[src/rtl/cpu_pkg.sv]
// ----------------------------------------------------------------------------
// cpu_pkg
// Shared definitions for the 4-bit mini CPU control path: data and
// register-select widths, instruction field positions, opcode and FSM state
// encodings, and a helper that classifies ALU opcodes.
// Ports: none (package).
// ----------------------------------------------------------------------------
package cpu_pkg;

    localparam int DATA_W = 4;
    localparam int REG_W  = 2;

    // Instruction field bit positions for the 10-bit instruction word.
    localparam int OPC_MSB = 9;
    localparam int OPC_LSB = 7;
    localparam int RD_MSB  = 6;
    localparam int RD_LSB  = 5;
    localparam int RS1_MSB = 4;
    localparam int RS1_LSB = 3;
    localparam int RS2_MSB = 2;
    localparam int RS2_LSB = 1;
    localparam int IMM_MSB = 3;
    localparam int IMM_LSB = 0;

    typedef enum logic [2:0] {
        OP_NOP  = 3'b000,
        OP_ADD  = 3'b001,
        OP_SUB  = 3'b010,
        OP_AND  = 3'b011,
        OP_OR   = 3'b100,
        OP_XOR  = 3'b101,
        OP_LDI  = 3'b110,
        OP_HALT = 3'b111
    } opcode_t;

    typedef enum logic [2:0] {
        ST_IDLE      = 3'd0,
        ST_FETCH     = 3'd1,
        ST_DECODE    = 3'd2,
        ST_EXECUTE   = 3'd3,
        ST_WRITEBACK = 3'd4,
        ST_HALTED    = 3'd5
    } state_t;

    // True for the opcodes whose result comes from the ALU and updates flags.
    function automatic logic is_alu_op(opcode_t op);
        return (op == OP_ADD) || (op == OP_SUB) || (op == OP_AND) ||
               (op == OP_OR)  || (op == OP_XOR);
    endfunction

endpackage

[src/rtl/cpu_control_unit_if.sv]
// ----------------------------------------------------------------------------
// cpu_control_unit_if
// Bus between the control unit and its memories: the combinational
// instruction ROM port and the register file's two read ports and one
// synchronous write port.
// master: control unit (drives addresses, selects, write data/enable).
// slave : ROM + register file (drives instruction and read data).
// ----------------------------------------------------------------------------
interface cpu_control_unit_if
    import cpu_pkg::*;
#(
    parameter int IMEM_AW = 4,
    parameter int INSTR_W = 10
);

    logic [IMEM_AW-1:0] imem_addr;
    logic [INSTR_W-1:0] imem_data;
    logic [REG_W-1:0]   read_reg1;
    logic [REG_W-1:0]   read_reg2;
    logic [DATA_W-1:0]  read_data1;
    logic [DATA_W-1:0]  read_data2;
    logic [REG_W-1:0]   write_reg;
    logic [DATA_W-1:0]  write_data;
    logic               reg_write;

    modport master (
        output imem_addr, read_reg1, read_reg2, write_reg, write_data, reg_write,
        input  imem_data, read_data1, read_data2
    );

    modport slave (
        input  imem_addr, read_reg1, read_reg2, write_reg, write_data, reg_write,
        output imem_data, read_data1, read_data2
    );

endinterface

[src/rtl/cpu_control_unit_alu.sv]
// ----------------------------------------------------------------------------
// cpu_alu
// Combinational 4-bit ALU for the mini CPU.
// Inputs : op (opcode), a, b (operands).
// Outputs: y (result mod 16), carry (ADD carry-out / SUB borrow, 0 for logic
//          ops), zero (y == 0).
// ----------------------------------------------------------------------------
module cpu_alu
    import cpu_pkg::*;
(
    input  opcode_t           op,
    input  logic [DATA_W-1:0] a,
    input  logic [DATA_W-1:0] b,
    output logic [DATA_W-1:0] y,
    output logic              carry,
    output logic              zero
);

    logic [DATA_W:0] sum;

    always_comb begin
        sum   = '0;
        y     = '0;
        carry = 1'b0;
        case (op)
            OP_ADD: begin
                sum   = {1'b0, a} + {1'b0, b};
                y     = sum[DATA_W-1:0];
                carry = sum[DATA_W];
            end
            OP_SUB: begin
                y     = a - b;
                carry = (a < b);
            end
            OP_AND: y = a & b;
            OP_OR:  y = a | b;
            OP_XOR: y = a ^ b;
            default: begin
                y     = '0;
                carry = 1'b0;
            end
        endcase
        zero = (y == '0);
    end

endmodule

[src/rtl/cpu_control_unit.sv]
// ----------------------------------------------------------------------------
// cpu_control_unit
// Multi-cycle fetch/decode/execute/writeback sequencer for the 4-bit mini CPU.
// Owns the PC, instruction register, operand/result registers and ALU flags.
// Ports:
//   clk, rst_n          clock, asynchronous active-low reset
//   start               begin execution at PC 0 (only in IDLE/HALTED)
//   bus (master)        instruction ROM and register-file ports
//   pc                  program counter (also drives bus.imem_addr)
//   busy, halted        state decodes
//   flag_zero/carry     ALU flags from the last ALU instruction
// ----------------------------------------------------------------------------
module cpu_control_unit
    import cpu_pkg::*;
#(
    parameter int IMEM_AW = 4,
    parameter int INSTR_W = 10
)(
    input  logic               clk,
    input  logic               rst_n,
    input  logic               start,
    cpu_control_unit_if.master bus,
    output logic [IMEM_AW-1:0] pc,
    output logic               busy,
    output logic               halted,
    output logic               flag_zero,
    output logic               flag_carry
);

    state_t             state, next_state;
    logic [INSTR_W-1:0] ir;
    logic [DATA_W-1:0]  opa, opb, result;
    logic [REG_W-1:0]   write_reg_q;
    opcode_t            opcode;
    logic [DATA_W-1:0]  alu_y, exec_value;
    logic               alu_carry, alu_zero;
    logic               load_ir, load_ops, load_result, pc_clear, pc_inc;

    assign opcode     = opcode_t'(ir[OPC_MSB:OPC_LSB]);
    assign exec_value = (opcode == OP_LDI) ? ir[IMM_MSB:IMM_LSB] : alu_y;

    cpu_alu u_alu (
        .op    (opcode),
        .a     (opa),
        .b     (opb),
        .y     (alu_y),
        .carry (alu_carry),
        .zero  (alu_zero)
    );

    // Everything visible outside comes from registers or the state decode,
    // so no output path runs combinationally from imem_data or read_data*.
    assign bus.imem_addr  = pc;
    assign bus.read_reg1  = ir[RS1_MSB:RS1_LSB];
    assign bus.read_reg2  = ir[RS2_MSB:RS2_LSB];
    assign bus.write_reg  = write_reg_q;
    assign bus.write_data = result;
    assign bus.reg_write  = (state == ST_WRITEBACK);
    assign busy   = (state == ST_FETCH) || (state == ST_DECODE) ||
                    (state == ST_EXECUTE) || (state == ST_WRITEBACK);
    assign halted = (state == ST_HALTED);

    always_ff @(posedge clk or negedge rst_n) begin
        if (!rst_n) begin
            state <= ST_IDLE;
        end else begin
            state <= next_state;
        end
    end

    always_comb begin
        next_state  = state;
        load_ir     = 1'b0;
        load_ops    = 1'b0;
        load_result = 1'b0;
        pc_clear    = 1'b0;
        pc_inc      = 1'b0;
        case (state)
            ST_IDLE, ST_HALTED: begin
                if (start) begin
                    pc_clear   = 1'b1;
                    next_state = ST_FETCH;
                end
            end
            ST_FETCH: begin
                load_ir    = 1'b1;
                next_state = ST_DECODE;
            end
            ST_DECODE: begin
                load_ops   = 1'b1;
                next_state = ST_EXECUTE;
            end
            ST_EXECUTE: begin
                case (opcode)
                    OP_NOP: begin
                        pc_inc     = 1'b1;
                        next_state = ST_FETCH;
                    end
                    OP_HALT: next_state = ST_HALTED;
                    default: begin
                        load_result = 1'b1;
                        next_state  = ST_WRITEBACK;
                    end
                endcase
            end
            ST_WRITEBACK: begin
                pc_inc     = 1'b1;
                next_state = ST_FETCH;
            end
            default: next_state = ST_IDLE;
        endcase
    end

    // write_reg and result only change on entry to WRITEBACK, so the write
    // port holds the last written target and data in every other state.
    always_ff @(posedge clk or negedge rst_n) begin
        if (!rst_n) begin
            pc          <= '0;
            ir          <= '0;
            opa         <= '0;
            opb         <= '0;
            result      <= '0;
            write_reg_q <= '0;
            flag_zero   <= 1'b0;
            flag_carry  <= 1'b0;
        end else begin
            if (pc_clear) begin
                pc <= '0;
            end else if (pc_inc) begin
                pc <= pc + 1'b1;
            end
            if (load_ir) begin
                ir <= bus.imem_data;
            end
            if (load_ops) begin
                opa <= bus.read_data1;
                opb <= bus.read_data2;
            end
            if (load_result) begin
                result      <= exec_value;
                write_reg_q <= ir[RD_MSB:RD_LSB];
                if (is_alu_op(opcode)) begin
                    flag_zero  <= alu_zero;
                    flag_carry <= alu_carry;
                end
            end
        end
    end

endmodule

[src/flat_wrapper.sv]
// flat-port wrapper written by rule: the top's interface ports become plain ports
module cpu_control_unit_flat import cpu_pkg::*;
#(
    parameter int IMEM_AW = 4,
    parameter int INSTR_W = 10
)
  (clk, rst_n, start, pc, busy, halted, flag_zero, flag_carry, bus_imem_addr, bus_read_reg1, bus_read_reg2, bus_write_reg, bus_write_data, bus_reg_write, bus_imem_data, bus_read_data1, bus_read_data2);
  cpu_control_unit_if #(.IMEM_AW(IMEM_AW), .INSTR_W(INSTR_W)) bus_i ();
  input  logic clk;
  input  logic rst_n;
  input  logic start;
  output logic [IMEM_AW-1:0] pc;
  output logic busy;
  output logic halted;
  output logic flag_zero;
  output logic flag_carry;
  output wire logic [$bits(bus_i.imem_addr)-1:0] bus_imem_addr;
  output wire logic [$bits(bus_i.read_reg1)-1:0] bus_read_reg1;
  output wire logic [$bits(bus_i.read_reg2)-1:0] bus_read_reg2;
  output wire logic [$bits(bus_i.write_reg)-1:0] bus_write_reg;
  output wire logic [$bits(bus_i.write_data)-1:0] bus_write_data;
  output wire logic [$bits(bus_i.reg_write)-1:0] bus_reg_write;
  input wire logic [$bits(bus_i.imem_data)-1:0] bus_imem_data;
  input wire logic [$bits(bus_i.read_data1)-1:0] bus_read_data1;
  input wire logic [$bits(bus_i.read_data2)-1:0] bus_read_data2;
  assign bus_imem_addr = bus_i.imem_addr;
  assign bus_read_reg1 = bus_i.read_reg1;
  assign bus_read_reg2 = bus_i.read_reg2;
  assign bus_write_reg = bus_i.write_reg;
  assign bus_write_data = bus_i.write_data;
  assign bus_reg_write = bus_i.reg_write;
  assign bus_i.imem_data = bus_imem_data;
  assign bus_i.read_data1 = bus_read_data1;
  assign bus_i.read_data2 = bus_read_data2;
  cpu_control_unit #(.IMEM_AW(IMEM_AW), .INSTR_W(INSTR_W)) u_core (.clk(clk), .rst_n(rst_n), .start(start), .bus(bus_i), .pc(pc), .busy(busy), .halted(halted), .flag_zero(flag_zero), .flag_carry(flag_carry));
endmodule
[config.mk]
export PLATFORM = sky130hd
export DESIGN_NAME = cpu_control_unit_flat
export DESIGN_NICKNAME = d
export VERILOG_FILES = /design/src/rtl/cpu_pkg.sv /design/src/rtl/cpu_control_unit_if.sv /design/src/rtl/cpu_control_unit_alu.sv /design/src/rtl/cpu_control_unit.sv /design/src/flat_wrapper.sv
export SDC_FILE = /design/constraint.sdc
export NUM_CORES = 1
export LEC_CHECK = 0
export ABC_AREA = 0
export BUFFER_PORTS_ARGS = -buffer_cell sky130_fd_sc_hd__buf_2
export CAP_MARGIN = 25
export CORE_MARGIN = 3
export CORE_UTILIZATION = 56
export CTS_BUF_LIST = sky130_fd_sc_hd__clkbuf_4 sky130_fd_sc_hd__clkbuf_8
export DETAILED_ROUTE_END_ITERATION = 8
export PLACE_DENSITY = 0.82
export SYNTH_ARGS = -nofsm -noshare
export SYNTH_HDL_FRONTEND = slang
export SYNTH_SLANG_ARGS = --single-unit
[constraint.sdc]
create_clock -name clk -period 2.6 [get_ports clk]
set_input_delay 0.52 -clock clk [delete_from_list [all_inputs] [get_ports clk]]
set_output_delay 0.52 -clock clk [all_outputs]
set_load 0.01 [all_outputs]
[Word-level counts from Yosys, hierarchy flattened]
Cells that the tools add are included.
Storage, ports and cells
  register bits after elaboration: 33
  bits of input ports: 21
  output and inout port bits: 23
  logic and storage cells: 59
Operators by class
  add/sub/neg operators: 3
  order comparisons: 1
  equal/unequal tests: 13
  muxes and demuxes: 16
  bitwise gates (word level): 3
  reduce and logical (&&, ||, !) cells: 14
Operators by type and width (count)
  $pmux 4 s5: 1
  $eq 3x3->1 const B: 6
  $pmux 3 s5: 1
  $eq 3x2->1 const B: 4
  $mux 4: 3
  $logic_or 1x1->1: 7
  $mux 1: 7
  $eq 3x1->1 const B: 2
  $logic_not 3->1: 2
  $pmux 3 s2: 1
  $add 4x4->5: 1
  $add 4x1->4 const B: 1
  $and 4x4->4: 1
  $logic_not 4->1: 1
  $lt 4x4->1: 1
  $or 4x4->4: 1
  $pmux 1 s2: 2
  $reduce_or 2->1: 2
  $sub 4x4->4: 1
  $xor 4x4->4: 1
  $mux 3: 1
  $ne 2x2->1 const B: 1
  $reduce_and 2->1: 1
  $reduce_bool 2->1: 1

[Logic depth before layout (Yosys ltp)]
Gate-level depths: netlist of run 1.
  depth in word-level cells: 6
  mapped depth: 9
  mapped depth without buffers: 9

[Modules after synthesis]
A second synthesis of run 1 with hierarchy kept.
Unflattened totals
  cells, all modules: 199
  area total of the unflattened synthesis: 2123.3 sq um
Modules (own cells, without submodules)
  cpu_control_unit: instances 1, cells an instance 127, area an instance 1571.5 sq um, sequential area each 825.8 sq um
  cpu_alu: instances 1, cells an instance 72, area an instance 551.8 sq um, sequential area each 0.0 sq um

[Worst setup path after synthesis of run 1]
Ideal clock, no wire load.
  path kind: register -> register
  start: reg u_core.opa[0]
  end: reg u_core.flag_zero
  setup time: 0.104 ns
  arrival time: 1.682 ns
  required time: 2.496 ns
  path slack: 0.814 ns
  stages on the path, launching flop included: 8
  buffers on the path: 0
  period minus slack after synthesis: 1.786 ns
  cells stage by stage: dfrtp_1 > inv_1 > ha_1 > inv_1 > fa_1 > a221oi_1 > o31ai_2 > o41ai_2
Between the ends
  longest elaborated chain between the ends: 3
  elaborated cells between the ends (all ways): 7
  classes of those cells: add/sub: 2; mux: 1; bitwise: 3; reduce/logical: 1
Ends and longest elaborated chain
  from (decl): RTL line cpu_control_unit.sv:32  | logic [DATA_W-1:0] opa, opb, result;
  from (signal assigned): RTL line cpu_control_unit.sv:136  | opa <= bus.read_data1;
  $sub 4x4->4 (tied with other cells): RTL line cpu_control_unit_alu.sv:32  | y = a - b;
  $pmux 4 s5 (*): RTL line cpu_control_unit_alu.sv:25  | case (op)
  $logic_not 4->1 (*): RTL line cpu_control_unit_alu.sv:43  | zero = (y == '0);
  to (signal assigned): RTL line cpu_control_unit.sv:143  | flag_zero <= alu_zero;
  to (decl): RTL line cpu_control_unit.sv:26  | output logic flag_zero,
Every way passes the cells marked *; elsewhere a longest branch is shown, timed or not.
A chain may end at the register's enable or synchronous reset.

[Worst setup path after layout of run 1]
Same ends and word-level chain as after synthesis.

==> results of run 1 <==
==> area by class of cell <==
cell class	instances	share of cell area
clock buffer	5	0.02979
clock inverter	3	0.007584
inverter	15	0.02438
multi-input combinational	136	0.4594
sequential	33	0.3575
tap	46	0.02492
timing repair buffer	44	0.09642
==> kinds of logic after synthesis <==
family          Yosys count  share of synthesized area
simple gates             60                     0.1631
compound gates           41                     0.1516
flops                    33                     0.4002
buf+inv                  31                    0.08550
mux                      15                    0.08005
fa+ha+maj                15                    0.09824
xor+xnor                  5                    0.02123
==> worst max-delay path: cells and delay by family, from the launching register on <==
family          cells  cell delay (ps)
compound gates      3              770
fa+ha+maj           2              590
flops               1              390
buf+inv             2              160
==> routing by layer <==
metal  track usage  wire, um
met1        0.2548      1729
met2        0.3292      1950
met3       0.05228       161
met4       0.09391       112
met5             0         0
==> power by group through the flow <==
stage / logic [W] / registers [W] / clock network (W)
after floorplan: 0.00146 / 0.000912 / 0
after global placement: 0.00160 / 0.00103 / 0
after detailed placement: 0.00165 / 0.00104 / 0
after CTS: 0.00165 / 0.00103 / 0.000386
after global routing: 0.00186 / 0.00108 / 0.000406
final: 0.00165 / 0.00104 / 0.000378
==> metrics by stage <==
stage	util	power, W
6_report	0.6710	0.003059
2_1_floorplan	-	0.002367
4_1_cts	0.6710	0.003074
5_1_grt	0.6710	0.003350
3_5_place_dp	0.6459	0.002688
3_3_place_gp	0.6459	0.002626
==> path summary, 6_finish.rpt <==
| check | from | endpoint | slack, ps | depth (start not counted) |
|---|---|---|---|---|
| max in group asynchronous | rst_n | u_core.state[0]$_DFFE_PN0P_ | 1850 | 1 |
| min in group clk | bus_read_data2[2] | u_core.opb[2]$_DFFE_PN0P_ | 430 | 3 |
| worst max-delay path | u_core.opa[0]$_DFFE_PN0P_ | u_core.flag_zero$_DFFE_PN0P_ | 590 | 7 |
| worst min-delay path | rst_n | u_core.opb[0]$_DFFE_PN0P_ | 290 | 1 |
| worst max register to register | u_core.opa[0]$_DFFE_PN0P_ | u_core.flag_zero$_DFFE_PN0P_ | 590 | 7 |
| worst min register to register | u_core.bus.write_data[1]$_DFFE_PN0P_ | u_core.bus.write_data[1]$_DFFE_PN0P_ | 490 | 1 |
==> Yosys cell counts (2+ instances only) <==
master    number
a221oi_1       2
fa_1           2
a21o_1         4
buf_2          3
buf_4          9
nand2b_1       4
nor2b_1        2
a21oi_1        9
nor3_1         2
nand3_1        3
buf_6          3
dfrtp_1       33
nor3b_1        2
xor2_1         3
inv_1         15
xnor2_1        2
nand2_1       19
o21ai_0       11
mux2i_1        3
mux2_2        12
ha_1          13
nor2_1        13
==> run metrics, run 1 <==
status=finished clean; Multi-input gate area=around 1100 um^2; Final nets=around 270; Initial Util=0.5994; DRC viols=0; actual slew at the worst max-slew pin=roughly 740 ps; post-synthesis net count=approximately 240; asr flop ratio synth=1.000; Slew HR=0.5037; Routed Antenna Nets=0; max frequency=about 500 MHz; Slowest Stage Delay on Critical Path=410 ps; maximum fanout along the worst path=3; CP cell instances=inv_1 -> ha_1 -> inv_1 -> fa_1 -> a221oi_1 -> o31ai_2 -> o41ai_2; Cells after DPL=around 270; Pleak=1.153 nW; Place WS=roughly 600 ps; n_diodes=0; WP data required=approximately 2800 ps; Worst setup SP type=register; Clk pwr share=0.124; cell taking the most area after synthesis=dfrtp_1; logic gate share of total power=0.538; clk_skew=about 7.4 ps; number of I/O port buffers=43; power share of the sequential group=0.339; DRT iter0 DRCs=between 60 and 70; Hold-fix buffers, CTS=0; PostCTS Resize Cnt=0; EDFF count, synth=0; Fin. Hold Viols=0; initial antenna violation count=0; Seq cells post-synth=33; area grow syn2layout=11.95%; post-route design area=~2300 um^2; Final Setup Violations=0; Mean Syn Cell Area=approximately 10 um^2; final cell count without fillers=around 280; Die Area=between 4000 and 5000 um^2; Setup crit end kind=register; Top Ports=between 40 and 50; largest cells by area after synthesis=dfrtp_1, ha_1, mux2_2, nand2_1, buf_4; Reg area=slightly above 800 um^2; Row Count=21; fillers=about 280; commonest non-fill, non-tap cell in the layout=buf_2; Power Dens Cells=1324 nW/um^2; leading cell types in the layout, fill and taps excluded=buf_2, dfrtp_1, nand2_1; sequential share of the synthesized area=0.4002; routed vias=between 1000 and 1500; CP dominant cell by count=inv_1; H-tree depth=2; CTS tree=built; share of cells above drive strength 1=0.3559; clock root buffer master=clkbuf_8; fin worst setup slack=around 590 ps; CTS buffer count=5; total core area=3442 um^2; Final period util=0.7716; largest net degree at the start of global routing=34; Yosys cell types=53; Hold WC Path Type=in -> async; die height=about 67 um; critical path's slowest cell=fa_1; Yosys top cell area share=0.4002; DR pass1 iterations=4; Vias per Instance=5.280; Reg clk slew, reported paths=70 ps; YS warnings=0; CTS Sinks=33; total wire length=between 3 and 4 mm; ys flop type=dfrtp_1; Fin Setup TNS=0 ps; Mapped Area=around 2100 um^2; Clock Tree Buf Depth=2; routed len/inst=~14 um; grt total ovfl=0; Internal=0.001712 W; Synth Instances=200; DP Area=~2200 um^2; Sw Ratio=0.4401; GPL Wtd Cong=between 0.8 and 0.9; first-pass GRT wire length=about 6.8 mm; unrepaired setup endpoints after global routing=false; WP data arrival=approximately 2200 ps; Min Hold Slack=between 200 and 300 ps; VDD IR max=approximately 0.00073 V; Die Wd=around 67 um; Clk Latency, worst-skew pair=roughly 290 ps; final-report max-slew violation count=0; Tmin final=around 2000 ps; vias in the first global route=around 1500; most flop-heavy register=u_core.ir; GRT Overall Usage=0.2041; Post-CTS Setup Inserts=0; kind of critical path=reg -> reg; NetSw=between 0.001 and 0.0015 W; Max-cap violations=0; HPWL Detailed=2.945 mm; max FFs per register=10
No activity file was read; power rests on OpenSTA's default activity.
==> run 2, diff against run 1 <==
clock period = 2.1 ns   (was 2.6 ns; I/O delays follow)
==> run 2 against run 1 <==
Against the previous run:
- non-clock buffer count increased by 2
- critical path depth unchanged
- total power increased by 25%
- critical path type unchanged
==> run metrics, run 2 (synthesis results as in run 1) <==
Row Count=21 (unchanged); Final nets=273 (was 271); clock root buffer master=clkbuf_8 (unchanged); PostCTS Resize Cnt=0 (unchanged); max FFs per register=10 (unchanged); most flop-heavy register=u_core.ir (unchanged); CTS buffer count=5 (unchanged); total core area=3442 um^2 (unchanged); Buf/Inv on CP=2 (unchanged); status=finished clean (unchanged); routed vias=1489 (unchanged); routed len/inst=13.57 um (was 14.02 um); Reg clk slew, reported paths=70 ps (about the same); Slowest Stage Delay on Critical Path=410 ps (about the same); CTS Sinks=33 (unchanged); WP data required=2280 ps (was 2790 ps); Max-cap violations=0 (unchanged); Top delay family on crit path=compound AO/OA/AOI/OAI gates (unchanged); DRT iter0 DRCs=52 (was 66); DR pass1 iterations=4 (unchanged); VDD IR max=0.001005 V (was 0.0007268 V); share of cells above drive strength 1=0.3613 (was 0.3559); Reg area=825.8 um^2 (unchanged); fillers=275 (was 279); DRC viols=0 (unchanged); max frequency=518.5 MHz (was 498.4 MHz); total wire length=3.853 mm (was 3.954 mm); Die Area=4449 um^2 (unchanged); HPWL Detailed=2.888 mm (was 2.945 mm); Final period util=0.9184 (was 0.7716); Tmin final=1929 ps (was 2006 ps); Worst setup SP type=register (unchanged); unrepaired setup endpoints after global routing=false (unchanged); Setup crit end kind=register (unchanged); Clock Tree Buf Depth=2 (unchanged); Post-CTS Setup Inserts=0 (unchanged); initial antenna violation count=0 (unchanged); Power Dens Cells=1637 nW/um^2 (was 1324 nW/um^2); critical path's slowest cell=fa_1 (unchanged); Cells after DPL=276 (was 274); Hold WC Path Type=in -> async (unchanged); Min Hold Slack=192.0 ps (was 287.6 ps); Slew HR=0.5146 (was 0.5037); Routed Antenna Nets=0 (unchanged); WP data arrival=2110 ps (was 2190 ps); die height=66.70 um (unchanged); Initial Util=0.5994 (unchanged); largest net degree at the start of global routing=34 (unchanged); Clk Latency, worst-skew pair=280 ps (was 290 ps); first-pass GRT wire length=6.541 mm (was 6.803 mm); final cell count without fillers=284 (was 282); Top Ports=44 (unchanged); number of I/O port buffers=43 (unchanged); Vias per Instance=5.243 (was 5.280); Fin. Hold Viols=0 (unchanged); Pleak=1.172 nW (was 1.153 nW); CTS tree=built (unchanged); clk_skew=5.089 ps (was 7.353 ps); commonest non-fill, non-tap cell in the layout=buf_2 (unchanged); Hold-fix buffers, CTS=0 (unchanged); kind of critical path=reg -> reg (unchanged); GRT Overall Usage=0.1926 (was 0.2041); Fin Setup TNS=0 ps (unchanged); area grow syn2layout=13.28% (was 11.95%); CP dominant cell by count=inv_1 (unchanged); n_diodes=0 (unchanged); vias in the first global route=1517 (was 1513); CP cell instances=inv_1 -> ha_1 -> inv_1 -> fa_1 -> a221oi_1 -> o31ai_2 -> o41ai_2 (unchanged); grt total ovfl=0 (unchanged); Final Setup Violations=0 (unchanged); maximum fanout along the worst path=3 (unchanged); actual slew at the worst max-slew pin=728.1 ps (was 744.5 ps); final-report max-slew violation count=0 (unchanged); H-tree depth=2 (unchanged); leading cell types in the layout, fill and taps excluded=buf_2, dfrtp_1, nand2_1 (unchanged); Multi-input gate area=1061 um^2 (unchanged); GPL Wtd Cong=0.9009 (was 0.8983); Die Wd=66.70 um (unchanged); Power Total=0.003827 W (was 0.003059 W)
==> run 2: per-layer routing <==
layer,global-route usage,up-vias,part of all wire
met5,0,-,0
met4,0.06853,0,0.015
met3,0.04384,7,0.045
met2,0.3304,33,0.49
met1,0.2352,700,0.44
li1,-,749,-
==> run 2: final timing paths <==
check | slack, ps | to | start | depth (start not counted)
min | 190 | u_core.opa[0]$_DFFE_PN0P_ | rst_n | 1
max | 170 | u_core.flag_zero$_DFFE_PN0P_ | u_core.opa[0]$_DFFE_PN0P_ | 7
max reg2reg | 170 | u_core.flag_zero$_DFFE_PN0P_ | u_core.opa[0]$_DFFE_PN0P_ | 7
min reg2reg | 480 | u_core.bus.write_data[1]$_DFFE_PN0P_ | u_core.bus.write_data[1]$_DFFE_PN0P_ | 1
max in group asynchronous | 1440 | u_core.ir[3]$_DFFE_PN0P_ | rst_n | 1
min in group clk | 330 | u_core.opa[2]$_DFFE_PN0P_ | bus_read_data1[2] | 3
==> run 2: final cells by class <==
| type | count | area share |
|---|---|---|
| tap | 46 | 0.02463 |
| inverter | 15 | 0.02409 |
| clock buffer | 6 | 0.03266 |
| multi-input combinational | 136 | 0.4540 |
| timing repair buffer | 46 | 0.1071 |
| clock inverter | 2 | 0.004283 |
| sequential | 33 | 0.3533 |
==> run 2: report_power, final <==
group	leakage [nW]	internal [W]	switching (W)
Clock	0.0484	0.000242	0.000226
Combinational	0.714	0.00102	0.00110
Sequential	0.410	0.000921	0.000321
Total	1.17	0.00218	0.00165
==> run 2: worst reg2reg max path, stage by stage (launching register included) <==
cell      delay [ps]
dfrtp_1          380
inv_1             90
ha_1             160
inv_1             60
fa_1             410
a221oi_1         350
o31ai_2          120
o41ai_2          270
==> run 2: stage by stage <==
stage | cell area [um^2] | utilization | worst slack (ps)
6_report | 2337 | 0.6790 | 171.4
5_1_grt | 2337 | 0.6790 | 3.924
4_1_cts | 2337 | 0.6790 | 159.8
3_5_place_dp | 2251 | 0.6539 | 153.8
3_3_place_gp | 2251 | 0.6539 | 224.1
2_1_floorplan | 2063 | - | 314.4
==> run 3, diff against run 2 <==
CORE_UTILIZATION = 54   (was 56)
CTS_BUF_LIST = not set   (was sky130_fd_sc_hd__clkbuf_4 sky130_fd_sc_hd__clkbuf_8)
PLACE_DENSITY = 0.79   (was 0.82)
==> run 3 against run 2 <==
Against the previous run:
- total power grew 1.8%
- clock skew is essentially flat
- first-iteration DRC count shrank 33%
- largest power group unchanged
==> run metrics, run 3 (synthesis results as in run 1) <==
status=finished clean (unchanged); Power Total=0.003897 W (was 0.003827 W); Clk pwr share=0.134 (was 0.122); PostCTS Resize Cnt=0 (unchanged); Multi-input gate area=1067 um^2 (was 1061 um^2); Top Ports=44 (unchanged); initial antenna violation count=0 (unchanged); Final Setup Violations=0 (unchanged); Fin. Hold Viols=0 (unchanged); largest net degree at the start of global routing=34 (unchanged); kind of critical path=reg -> reg (unchanged); DR pass1 iterations=4 (unchanged); power share of the sequential group=0.321 (was 0.325); WP data required=2310 ps (was 2280 ps); Pleak=1.175 nW (was 1.172 nW); CTS buffer count=5 (unchanged); fillers=295 (was 275); post-route design area=2346 um^2 (was 2337 um^2); routed len/inst=13.86 um (was 13.57 um); Fin Setup TNS=0 ps (unchanged); Setup crit end kind=register (unchanged); Die Wd=67.81 um (was 66.70 um); Die Area=4598 um^2 (was 4449 um^2); max FFs per register=10 (unchanged); die height=67.81 um (was 66.70 um); logic gate share of total power=0.544 (was 0.553); Post-CTS Setup Inserts=0 (unchanged); NetSw=0.001678 W (was 0.001645 W); HPWL Detailed=2.932 mm (was 2.888 mm); most flop-heavy register=u_core.ir (unchanged); Reg clk slew, reported paths=70 ps (about the same); actual slew at the worst max-slew pin=720.5 ps (was 728.1 ps); CTS tree=built (unchanged); max frequency=508.8 MHz (was 518.5 MHz); Clock Tree Buf Depth=2 (unchanged); DP Area=2238 um^2 (was 2251 um^2); vias in the first global route=1456 (was 1517); share of cells above drive strength 1=0.3655 (was 0.3613); unrepaired setup endpoints after global routing=false (unchanged); Final nets=273 (unchanged); Hold-fix buffers, CTS=0 (unchanged); Power Dens Cells=1661 nW/um^2 (was 1637 nW/um^2); leading cell types in the layout, fill and taps excluded=buf_2, dfrtp_1, nand2_1 (unchanged); grt total ovfl=0 (unchanged); n_diodes=0 (unchanged); commonest non-fill, non-tap cell in the layout=buf_2 (unchanged); Clk Latency, worst-skew pair=290 ps (was 280 ps); Max-cap violations=0 (unchanged); GRT Overall Usage=0.1935 (was 0.1926); total wire length=3.937 mm (was 3.853 mm); Internal=0.002218 W (was 0.002182 W); maximum fanout along the worst path=4 (was 3); number of I/O port buffers=43 (unchanged); DRC viols=0 (unchanged); final-report max-slew violation count=0 (unchanged); Sw Ratio=0.4307 (was 0.4299); total core area=3495 um^2 (was 3442 um^2); r2r setup slk=130 ps (was 170 ps); Slew HR=0.5197 (was 0.5146); routed vias=1539 (was 1489); Routed Antenna Nets=0 (unchanged); Tmin final=1966 ps (was 1929 ps); clock root buffer master=clkbuf_8 (unchanged); first-pass GRT wire length=6.506 mm (was 6.541 mm); Final period util=0.9360 (was 0.9184); Row Count=21 (unchanged); area grow syn2layout=13.71% (was 13.28%); clk_skew=5.356 ps (was 5.089 ps); Hold WC Path Type=in -> async (unchanged); Vias per Instance=5.419 (was 5.243); WP data arrival=2180 ps (was 2110 ps); Initial Util=0.5904 (was 0.5994); H-tree depth=2 (unchanged); Worst setup SP type=register (unchanged); Reg area=825.8 um^2 (unchanged); DRT iter0 DRCs=35 (was 52); GPL Wtd Cong=0.7702 (was 0.9009); VDD IR max=0.0007933 V (was 0.001005 V); CTS Sinks=33 (unchanged)
-- run 3: cell type report --
type / count / share of cell area
Inverter: 15 / 0.02400
Tap cell: 46 / 0.02453
Multi-Input combinational cell: 136 / 0.4549
Clock inverter: 1 / 0.002133
Sequential cell: 33 / 0.3520
Timing Repair Buffer: 46 / 0.1013
Clock buffer: 7 / 0.04107
-- run 3: path summary, 6_finish.rpt --
| check | start | to | depth (start not counted) |
|---|---|---|---|
| max | u_core.opa[1]$_DFFE_PN0P_ | u_core.bus.write_data[3]$_DFFE_PN0P_ | 7 |
| max in group asynchronous | rst_n | u_core.opb[3]$_DFFE_PN0P_ | 1 |
| min | rst_n | u_core.state[2]$_DFFE_PN0P_ | 1 |
| min reg2reg | u_core.bus.write_data[1]$_DFFE_PN0P_ | u_core.bus.write_data[1]$_DFFE_PN0P_ | 1 |
| min in group clk | bus_read_data1[2] | u_core.opa[2]$_DFFE_PN0P_ | 3 |
| max reg2reg | u_core.opa[1]$_DFFE_PN0P_ | u_core.bus.write_data[3]$_DFFE_PN0P_ | 7 |
-- run 3: worst max-delay path, cell delays in order, from the launching register on --
cell       delay, ps
dfrtp_1          420
inv_1            120
ha_1             330
o21bai_1         150
a21oi_1          110
o311a_2          350
o211ai_2         220
a2bb2oi_1        190
-- run 3: power by group through the flow --
stage | Clock, W | Combinational [W] | Sequential, W
after detailed placement | 0 | 0.00209 | 0.00125
final | 0.000523 | 0.00212 | 0.00125
after global placement | 0 | 0.00204 | 0.00125
after CTS | 0.000538 | 0.00211 | 0.00125
after global routing | 0.000570 | 0.00241 | 0.00130
after floorplan | 0 | 0.00180 | 0.00113
-- run 3: per-layer routing --
| layer | GRT usage | part of all wire |
|---|---|---|
| met5 | 0 | 0 |
| met4 | 0.06700 | 0.016 |
| met3 | 0.06240 | 0.062 |
| met2 | 0.3293 | 0.50 |
| met1 | 0.2300 | 0.42 |
-- run 3: through the flow --
stage	util	cells	setup slack, ps	hold slack (ps)
finish	0.6713	284	134.4	182.3
global route	0.6713	284	19.49	247.4
CTS	0.6695	284	88.67	208.9
detailed placement	0.6405	276	110.1	463.3
global placement	0.6405	276	232.2	468.1
floorplan	-	200	314.4	124.4
